==> src/rtl/fft_pkg.sv <==
// Shared widths and frame-state encoding for the FFT output-side datapath.
package fft_pkg;

   localparam int unsigned DATA_W = 19;
   localparam int unsigned NPTS   = 64;
   localparam int unsigned BIN_W  = 6;
   localparam int unsigned MAG_W  = 2 * DATA_W;

   typedef enum logic [0:0] {
      FRAME_IDLE = 1'b0,
      FRAME_BUSY = 1'b1
   } frame_state_e;

   localparam logic [0:0] ST_IDLE  = FRAME_IDLE;
   localparam logic [0:0] ST_FRAME = FRAME_BUSY;

endpackage

==> src/rtl/fft_peak_bin_if.sv <==
// Bin stream from the FFT source plus the peak-result handshake.
interface fft_peak_bin_if;
   import fft_pkg::*;

   logic                     in_valid;
   logic                     in_ready;
   logic [1:0]               in_error;
   logic                     in_sop;
   logic                     in_eop;
   logic signed [DATA_W-1:0] in_real;
   logic signed [DATA_W-1:0] in_imag;
   logic                     peak_valid;
   logic                     peak_ready;
   logic [BIN_W-1:0]         peak_bin;
   logic [MAG_W-1:0]         peak_mag;
   logic                     peak_err;

   modport master (
      output in_valid, in_error, in_sop, in_eop, in_real, in_imag, peak_ready,
      input  in_ready, peak_valid, peak_bin, peak_mag, peak_err
   );

   modport slave (
      input  in_valid, in_error, in_sop, in_eop, in_real, in_imag, peak_ready,
      output in_ready, peak_valid, peak_bin, peak_mag, peak_err
   );

endinterface

==> src/rtl/cmag_sq.sv <==
// Two-stage pipelined squared magnitude re^2 + im^2 with a clock enable.
module cmag_sq #(
   parameter int unsigned DATA_W = fft_pkg::DATA_W
) (
   input  logic                     clk,
   input  logic                     reset,
   input  logic                     en,
   input  logic signed [DATA_W-1:0] re,
   input  logic signed [DATA_W-1:0] im,
   output logic [2*DATA_W-1:0]      mag
);

   localparam int unsigned SQ_W = 2 * DATA_W - 1;
   localparam int unsigned MW   = 2 * DATA_W;

   logic signed [MW-1:0] re_ext;
   logic signed [MW-1:0] im_ext;
   logic [SQ_W-1:0]      re_sq_q;
   logic [SQ_W-1:0]      im_sq_q;
   logic [MW-1:0]        mag_q;

   assign re_ext = MW'(re);
   assign im_ext = MW'(im);

   // A square of a signed DATA_W value always fits in 2*DATA_W-1 unsigned bits.
   always_ff @(posedge clk) begin
      if (reset) begin
         re_sq_q <= '0;
         im_sq_q <= '0;
         mag_q   <= '0;
      end else if (en) begin
         re_sq_q <= SQ_W'(re_ext * re_ext);
         im_sq_q <= SQ_W'(im_ext * im_ext);
         mag_q   <= MW'(re_sq_q) + MW'(im_sq_q);
      end
   end

   assign mag = mag_q;

endmodule

==> src/rtl/fft_peak_bin.sv <==
// Strongest-bin search over one sop/eop framed complex FFT frame.
// Reports bin index, squared magnitude and a malformed/tainted flag.
module fft_peak_bin #(
   parameter int unsigned DATA_W  = fft_pkg::DATA_W,
   parameter int unsigned NPTS    = fft_pkg::NPTS,
   parameter int unsigned MIN_BIN = 1,
   parameter int unsigned MAX_BIN = 31
) (
   input logic           clk,
   input logic           reset,
   fft_peak_bin_if.slave bus
);
   import fft_pkg::*;

   localparam int unsigned      MW       = 2 * DATA_W;
   localparam logic [BIN_W-1:0] LAST_BIN = BIN_W'(NPTS - 1);
   localparam logic [BIN_W-1:0] LO_BIN   = BIN_W'(MIN_BIN);
   localparam logic [BIN_W-1:0] HI_BIN   = BIN_W'(MAX_BIN);

   logic                     en, accept, take, beat_err, last_err;
   logic [0:0]               state_q, state_d;
   logic [BIN_W-1:0]         cnt_q, cnt_d, tag;
   logic                     frame_err_q, frame_err_d;
   logic                     s1_valid_q, s2_valid_q, s3_valid_q;
   logic                     s1_first_q, s2_first_q, s3_first_q;
   logic                     s1_last_q, s2_last_q, s3_last_q;
   logic                     s1_err_q, s2_err_q, s3_err_q;
   logic [BIN_W-1:0]         s1_bin_q, s2_bin_q, s3_bin_q;
   logic signed [DATA_W-1:0] s1_re_q, s1_im_q;
   logic [MW-1:0]            s3_mag;
   logic [MW-1:0]            max_mag_q, base_mag, next_mag;
   logic [BIN_W-1:0]         max_bin_q, base_bin, next_bin;
   logic                     in_band;
   logic                     peak_valid_q, peak_err_q;
   logic [BIN_W-1:0]         peak_bin_q;
   logic [MW-1:0]            peak_mag_q;

   assign en           = !(peak_valid_q && !bus.peak_ready);
   assign bus.in_ready = en;
   assign accept       = bus.in_valid && en;

   always_comb begin
      state_d     = state_q;
      cnt_d       = cnt_q;
      frame_err_d = frame_err_q;
      tag         = cnt_q;
      take        = 1'b0;
      beat_err    = |bus.in_error;
      if (accept && bus.in_sop) begin
         // A sop inside a frame restarts; the new frame inherits the taint.
         take        = 1'b1;
         tag         = '0;
         cnt_d       = BIN_W'(1);
         frame_err_d = beat_err | (state_q == ST_FRAME);
         state_d     = bus.in_eop ? ST_IDLE : ST_FRAME;
      end else if (accept && state_q == ST_FRAME) begin
         take        = 1'b1;
         cnt_d       = cnt_q + 1'b1;
         frame_err_d = frame_err_q | beat_err | ((cnt_q == LAST_BIN) && !bus.in_eop);
         if (bus.in_eop) state_d = ST_IDLE;
      end
      last_err = frame_err_d | (tag != LAST_BIN);
   end

   always_ff @(posedge clk) begin
      if (reset) begin
         state_q     <= ST_IDLE;
         cnt_q       <= '0;
         frame_err_q <= 1'b0;
         s1_valid_q  <= 1'b0;
         s2_valid_q  <= 1'b0;
         s3_valid_q  <= 1'b0;
      end else if (en) begin
         state_q     <= state_d;
         cnt_q       <= cnt_d;
         frame_err_q <= frame_err_d;
         s1_valid_q  <= take;
         s2_valid_q  <= s1_valid_q;
         s3_valid_q  <= s2_valid_q;
      end
   end

   // Tag and data registers are qualified by the stage valids.
   always_ff @(posedge clk) begin
      if (en) begin
         s1_first_q <= bus.in_sop;
         s1_last_q  <= bus.in_eop;
         s1_err_q   <= last_err;
         s1_bin_q   <= tag;
         s1_re_q    <= bus.in_real;
         s1_im_q    <= bus.in_imag;
         s2_first_q <= s1_first_q;
         s2_last_q  <= s1_last_q;
         s2_err_q   <= s1_err_q;
         s2_bin_q   <= s1_bin_q;
         s3_first_q <= s2_first_q;
         s3_last_q  <= s2_last_q;
         s3_err_q   <= s2_err_q;
         s3_bin_q   <= s2_bin_q;
      end
   end

   cmag_sq #(
      .DATA_W(DATA_W)
   ) u_cmag_sq (
      .clk  (clk),
      .reset(reset),
      .en   (en),
      .re   (s1_re_q),
      .im   (s1_im_q),
      .mag  (s3_mag)
   );

   // Strict compare keeps the lowest bin on ties.
   always_comb begin
      base_mag = s3_first_q ? '0 : max_mag_q;
      base_bin = s3_first_q ? LO_BIN : max_bin_q;
      in_band  = (s3_bin_q >= LO_BIN) && (s3_bin_q <= HI_BIN);
      next_mag = base_mag;
      next_bin = base_bin;
      if (in_band && (s3_mag > base_mag)) begin
         next_mag = s3_mag;
         next_bin = s3_bin_q;
      end
   end

   always_ff @(posedge clk) begin
      if (reset) begin
         max_mag_q    <= '0;
         max_bin_q    <= LO_BIN;
         peak_valid_q <= 1'b0;
         peak_bin_q   <= '0;
         peak_mag_q   <= '0;
         peak_err_q   <= 1'b0;
      end else begin
         if (en && s3_valid_q) begin
            max_mag_q <= next_mag;
            max_bin_q <= next_bin;
         end
         if (en && s3_valid_q && s3_last_q) begin
            peak_valid_q <= 1'b1;
            peak_bin_q   <= next_bin;
            peak_mag_q   <= next_mag;
            peak_err_q   <= s3_err_q;
         end else if (peak_valid_q && bus.peak_ready) begin
            peak_valid_q <= 1'b0;
         end
      end
   end

   assign bus.peak_valid = peak_valid_q;
   assign bus.peak_bin   = peak_bin_q;
   assign bus.peak_mag   = peak_mag_q;
   assign bus.peak_err   = peak_err_q;

endmodule

==> src/flat_wrapper.sv <==
// flat-port wrapper written by rule: the top's interface ports become plain ports
module fft_peak_bin_flat import fft_pkg::*;
#(
   parameter int unsigned DATA_W  = fft_pkg::DATA_W,
   parameter int unsigned NPTS    = fft_pkg::NPTS,
   parameter int unsigned MIN_BIN = 1,
   parameter int unsigned MAX_BIN = 31
)
  (clk, reset, bus_in_valid, bus_in_error, bus_in_sop, bus_in_eop, bus_in_real, bus_in_imag, bus_peak_ready, bus_in_ready, bus_peak_valid, bus_peak_bin, bus_peak_mag, bus_peak_err);
  fft_peak_bin_if bus_i ();
  input logic clk;
  input logic reset;
  input wire logic [$bits(bus_i.in_valid)-1:0] bus_in_valid;
  input wire logic [$bits(bus_i.in_error)-1:0] bus_in_error;
  input wire logic [$bits(bus_i.in_sop)-1:0] bus_in_sop;
  input wire logic [$bits(bus_i.in_eop)-1:0] bus_in_eop;
  input wire logic [$bits(bus_i.in_real)-1:0] bus_in_real;
  input wire logic [$bits(bus_i.in_imag)-1:0] bus_in_imag;
  input wire logic [$bits(bus_i.peak_ready)-1:0] bus_peak_ready;
  output wire logic [$bits(bus_i.in_ready)-1:0] bus_in_ready;
  output wire logic [$bits(bus_i.peak_valid)-1:0] bus_peak_valid;
  output wire logic [$bits(bus_i.peak_bin)-1:0] bus_peak_bin;
  output wire logic [$bits(bus_i.peak_mag)-1:0] bus_peak_mag;
  output wire logic [$bits(bus_i.peak_err)-1:0] bus_peak_err;
  assign bus_i.in_valid = bus_in_valid;
  assign bus_i.in_error = bus_in_error;
  assign bus_i.in_sop = bus_in_sop;
  assign bus_i.in_eop = bus_in_eop;
  assign bus_i.in_real = bus_in_real;
  assign bus_i.in_imag = bus_in_imag;
  assign bus_i.peak_ready = bus_peak_ready;
  assign bus_in_ready = bus_i.in_ready;
  assign bus_peak_valid = bus_i.peak_valid;
  assign bus_peak_bin = bus_i.peak_bin;
  assign bus_peak_mag = bus_i.peak_mag;
  assign bus_peak_err = bus_i.peak_err;
  fft_peak_bin #(.DATA_W(DATA_W), .NPTS(NPTS), .MIN_BIN(MIN_BIN), .MAX_BIN(MAX_BIN)) u_core (.clk(clk), .reset(reset), .bus(bus_i));
endmodule
==> config.mk <==
export PLATFORM = sky130hd
export DESIGN_NAME = fft_peak_bin_flat
export DESIGN_NICKNAME = d
export VERILOG_FILES = /design/src/rtl/fft_pkg.sv /design/src/rtl/fft_peak_bin_if.sv /design/src/rtl/cmag_sq.sv /design/src/rtl/fft_peak_bin.sv /design/src/flat_wrapper.sv
export SDC_FILE = /design/constraint.sdc
export NUM_CORES = 2
export LEC_CHECK = 0
export BUFFER_PORTS_ARGS = -buffer_cell sky130_fd_sc_hd__buf_4
export CAP_MARGIN = 20
export CORE_UTILIZATION = 55
export DETAILED_ROUTE_END_ITERATION = 12
export PLACE_DENSITY = 0.72
export RECOVER_POWER = 25
export SYNTH_ARGS = -nofsm -noshare
export SYNTH_HDL_FRONTEND = slang
export SYNTH_SLANG_ARGS = --single-unit
==> constraint.sdc <==
create_clock -name clk -period 16 [get_ports clk]
set_input_delay 0 -clock clk [delete_from_list [all_inputs] [get_ports clk]]
set_output_delay 0 -clock clk [all_outputs]
set_load 0.02 [all_outputs]
== After elaboration in Yosys (flattened, before gate mapping) ==
Cells that the tools add are included.

* Bits in latches: 0
* Bits in writable memories: 0
* Memories: 0
* Flip-flop bits (word level): 278
* Output and inout port bits: 47
* ROM bits: 0
* Input port bits: 46

* Bitwise gates (word level): 5
* Add/subtract/negate cells: 2
* Shift-type cells: 0
* Reduce and logical (&&, ||, !) cells: 19
* Magnitude comparators: 3
* Equal/unequal tests: 2
* Multiplexer cells: 17
* $mul: 2
* Div/mod/pow operators: 0

{| class="wikitable"
|+ Operator list
! kind !! count
|-
| 38-bit two-way mux || 2
|-
| 19-bit by 19-bit multiplier with 37-bit output || 2
|-
| 37-bit by 37-bit adder with 38-bit output || 1
|-
| 38-bit > comparator || 1
|-
| 6-bit two-way mux || 5
|-
| 1-bit logical AND || 10
|-
| 1-bit two-way mux || 10
|-
| 6-bit by 1-bit adder with 6-bit output, second input constant || 1
|-
| 6-bit equality test, second input constant || 1
|-
| 6-bit by 1-bit >= comparator with 1-bit output, second input constant || 1
|-
| 6-bit by 5-bit <= comparator with 1-bit output, second input constant || 1
|-
| 6-bit != test, second input constant || 1
|-
| 2-bit nonzero test || 3
|-
| 1-bit OR || 4
|-
| 1-bit zero test || 3
|-
| 3-bit AND reduction || 1
|-
| 2-bit AND reduction || 1
|-
| 2-bit OR reduction || 1
|-
| 1-bit NOT || 1
|}

== Longest topological paths before layout ==
* Depth in word-level cells: 8
* Mapped depth: 26

== By module ==
A second synthesis with hierarchy kept.

* Cells, all modules: 3811
* Area total of the unflattened synthesis: 36383.6 um^2

{| class="wikitable"
|+ Modules (own cells, without submodules)
! module !! cells each !! seq. area each (um^2) !! instances !! area each (um^2)
|-
| cmag_sq || 3100 || 2202.1 || 1 || 29017.8
|-
| fft_peak_bin || 711 || 3973.8 || 1 || 7365.8
|}

== Least setup slack after synthesis ==
Ideal clock, no wire load.

* Path type: flip-flop to flip-flop
* Start point: register u_core.s1_im_q[18]
* End point: register u_core.u_cmag_sq.im_sq_q[35]
* Path buffers: 3
* Required time: 15.872 ns
* Cell stages (with the launch flop): 22
* Library setup time: 0.128 ns
* Arrival: 6.525 ns
* Path slack: 9.347 ns
* Cell sequence: edfxtp_1 clkbuf_1 clkbuf_1 clkbuf_1 nand2_1 fa_1 fa_1 fa_1 inv_1 fa_1 fa_1 fa_1 ha_1 ha_1 o21a_1 o21ai_0 o21ai_0 a31o_2 a21oi_1 o21ai_0 xnor2_1 o21ai_0

* Longest elaborated chain between the ends: 1

{| class="wikitable"
|+ RTL lines
! item !! line !! source
|-
| start, declared || fft_peak_bin.sv:29 || <nowiki>logic signed [DATA_W-1:0] s1_re_q, s1_im_q;</nowiki>
|-
| start signal, assigned || fft_peak_bin.sv:91 || <nowiki>s1_im_q <= bus.in_imag;</nowiki>
|-
| 19-bit by 19-bit multiplier with 37-bit output || cmag_sq.sv:33 || <nowiki>im_sq_q <= SQ_W'(im_ext * im_ext);</nowiki>
|-
| end signal, assigned || cmag_sq.sv:33 ||
|-
| end, declared || cmag_sq.sv:19 || <nowiki>logic [SQ_W-1:0] im_sq_q;</nowiki>
|}

Every way passes these cells.
A chain may end at the register's enable or synchronous reset.

== Worst setup path in the final report ==
* Start point: register u_core.s1_im_q[1]
* End point: register u_core.u_cmag_sq.im_sq_q[35]

The elaborated chain is that of the path after synthesis.

==> impl_metrics.toml <==
[final_layout]
finalNetCount = 4856
final_core_util_pct = 60.0
seq_area_sq_um = 6180
drive_above_1_share_pct = 4.27
fin_cells = 4718
multi_input_area_sq_um = 26100
diodes = 0
final_common_cell = "inv_1"
final_cell_mix = "768 x inv_1, 650 x fa_1, 506 x nand2_1"
fill_cells = 5519
area_delta_synth_final_pct = 8.11

[outcome]
status = "complete, no violations"

[drt]
dr.pass1.iters = 5
antenna_left = 0
drc = 0
initialDrtViolationCount = 1458
routed_wirelength_mm = 80.9
vias = 25660
viasPerCell = 5.44
wl_per_cell_um = 17.1

[yosys]
ys_warn_count = 0
synth_compound_area_share_pct = 9.72
synthAdderAreaFrac_pct = 47.7
async_flop_share_pct = 0
synth_edf_count = 65
ys_types = 64
synth_fp_nets = 4804
ys_seq_elements = 276
synth_top_family_by_area = "adder cells"
synth_xor_area_share_pct = 3.48
netlist_area_sq_um = 35700
synth-simple-area-share_pct = 11.8
syn_inst = 3787
syn_avg_cell_area_sq_um = 9.43
ys_seq_area_share_pct = 17.3
yosys_most_used_dff = "dfxtp_1"
muxShareOfSynthArea_pct = 0.231

[clock_tree]
clock_sinks = 276
cts-resized-gates = 0
cts_buffer_depth = 3
clockRootBuffer = "clkbuf_16"
clk_pin_slew_ns = 0.06
clock_latency_ns = 0.55
htreeDepth = 2
tritoncts = "done"
cts_buffers = 36

[grt]
grtUsageTotal_pct = 25.7
grt_pass1_wl_mm = 136
antenna_found_initial = 0
grt_max_degree = 88
grt_overflow = 0
grt_pass1_vias = 27341

[min_path]
hold_class = "in -> reg"

[run]
cap_violations = 0

[die]
fp.dieH_um = 257
ioPinCount = 93
dieArea_sq_um = 66000
fp.dieW_um = 257
initial_utilization_pct = 55.5
core_area_sq_um = 64300
rows = 93

[setup_path]
cp-end-kind = "flip-flop"
cp.arrival_ns = 7.97
required_ns = 16.42
start_kind = "flip-flop"
critical_path_class = "reg -> reg"
cp_max_fo = 21

[timing]
fin_skew_ns = 0.0266
rsz0062_at_grt = "false"
min_period_over_period_pct = 47.1
hold_violations = 0
fin_tns_setup_ns = 0
finalSetupViolations = 0
max_freq_mhz = 133
slew_violations = 0
fin_ws_ns = 8.46
max_slew_margin_pct = 27.4
worst-slew-pin-transition_ns = 1.09
fin_crit_ns = 7.54

[placed_design]
routabilityCongestion = 0.912
dp_hpwl_mm = 63.1
portBuffers = 92
dpl_worst_slack_ns = 8.62
dpl.cell_count = 4608
==> flip-flops by register name, summed over array words and instances (netlist names), 6 cells and up <==
register,flops
u_core.u_cmag_sq.mag,38
u_core.bus.peak_mag,38
u_core.s3_bin_q,6
u_core.u_cmag_sq.im_sq_q,36
u_core.s1_re_q,19
u_core.cnt_q,6
u_core.max_bin_q,6
u_core.s1_im_q,19
u_core.bus.peak_bin,6
u_core.s1_bin_q,6
u_core.s2_bin_q,6
u_core.max_mag_q,38
u_core.u_cmag_sq.re_sq_q,36
==> repair_timing <==
action,CTS,global route
setup buffers,0,0
hold buffers,48,0
hold endpoints to repair,75,0
==> critical path, stage by stage, from the launching register on <==
cell and delay [ns]:
edfxtp_1 0.98, nand2_1 0.23, fa_1 0.69, fa_1 0.49
fa_1 0.80, inv_1 0.27, fa_1 0.51, fa_1 0.56
fa_1 0.41, ha_1 0.29, ha_1 0.38, o21a_1 0.21
o21ai_0 0.35, nand4_1 0.27, a31o_2 0.30, a21oi_1 0.28
o21ai_0 0.16, xnor2_1 0.15, o21ai_0 0.08
==> metal layers <==
metal | vias up | GRT usage [%] | share of wire [%]
met5 | - | 0 | 0
met1 | 12827 | 32.9 | 41
met2 | 681 | 45.0 | 50
met4 | 0 | 7.84 | 2.8
met3 | 148 | 3.74 | 5.6
li1 | 12004 | - | -
==> per-stage QoR <==
step / cell area (sq um) / hold slack (ns)
after floorplan: 35700 / 0.0989
after global placement: 37100 / 0.178
after detailed placement: 37100 / 0.179
after CTS: 38800 / 0.129
after global routing: 38600 / 0.163
final: 38600 / 0.179
==> synth_stat cells (56+ instances only) <==
library cell  number  area [sq um]
clkbuf_1         149           559
xnor2_1           86           753
inv_1            769          2890
fa_1             650         13000
dfxtp_1          211          4220
edfxtp_1          65          1950
a21oi_1          161           806
xor2_1            56           490
nand2_1          506          1900
nand3_1           67           335
ha_1             321          4020
and2_1            88           551
o21ai_0           89           445
nor2_1           143           537
==> layout make-up <==
cell class                      count  share of cell area, %
Tap cell                          855                   2.77
Inverter                          771                   7.51
Clock inverter                     16                  0.480
Clock buffer                       46                   2.56
Sequential cell                   276                   16.0
Multi-Input combinational cell   2584                   67.5
Timing Repair Buffer              170                   3.21
==> worst paths after layout <==
path | from | endpoint | slack [ns] | depth (start not counted)
worst min-delay path | bus_in_imag[2] | u_core.s1_im_q[2]$_DFFE_PN_ | 0.18 | 2
worst min register to register | u_core.s1_bin_q[0]$_DFFE_PN_ | u_core.s2_bin_q[0]$_DFFE_PN_ | 0.42 | 0
worst max-delay path | u_core.s1_im_q[1]$_DFFE_PN_ | u_core.u_cmag_sq.im_sq_q[35]$_SDFFE_PP0N_ | 8.46 | 18
worst max register to register | u_core.s1_im_q[1]$_DFFE_PN_ | u_core.u_cmag_sq.im_sq_q[35]$_SDFFE_PP0N_ | 8.46 | 18
==> cell families after synthesis <==
logic type | Yosys count
compound gates | 521
buf+inv | 927
simple gates | 942
fa+ha+maj | 971
xor+xnor | 142
mux | 8
flops | 276
Power is not shown: default switching activity piles up to over one toggle a cycle in this logic, so the estimate is an artifact.
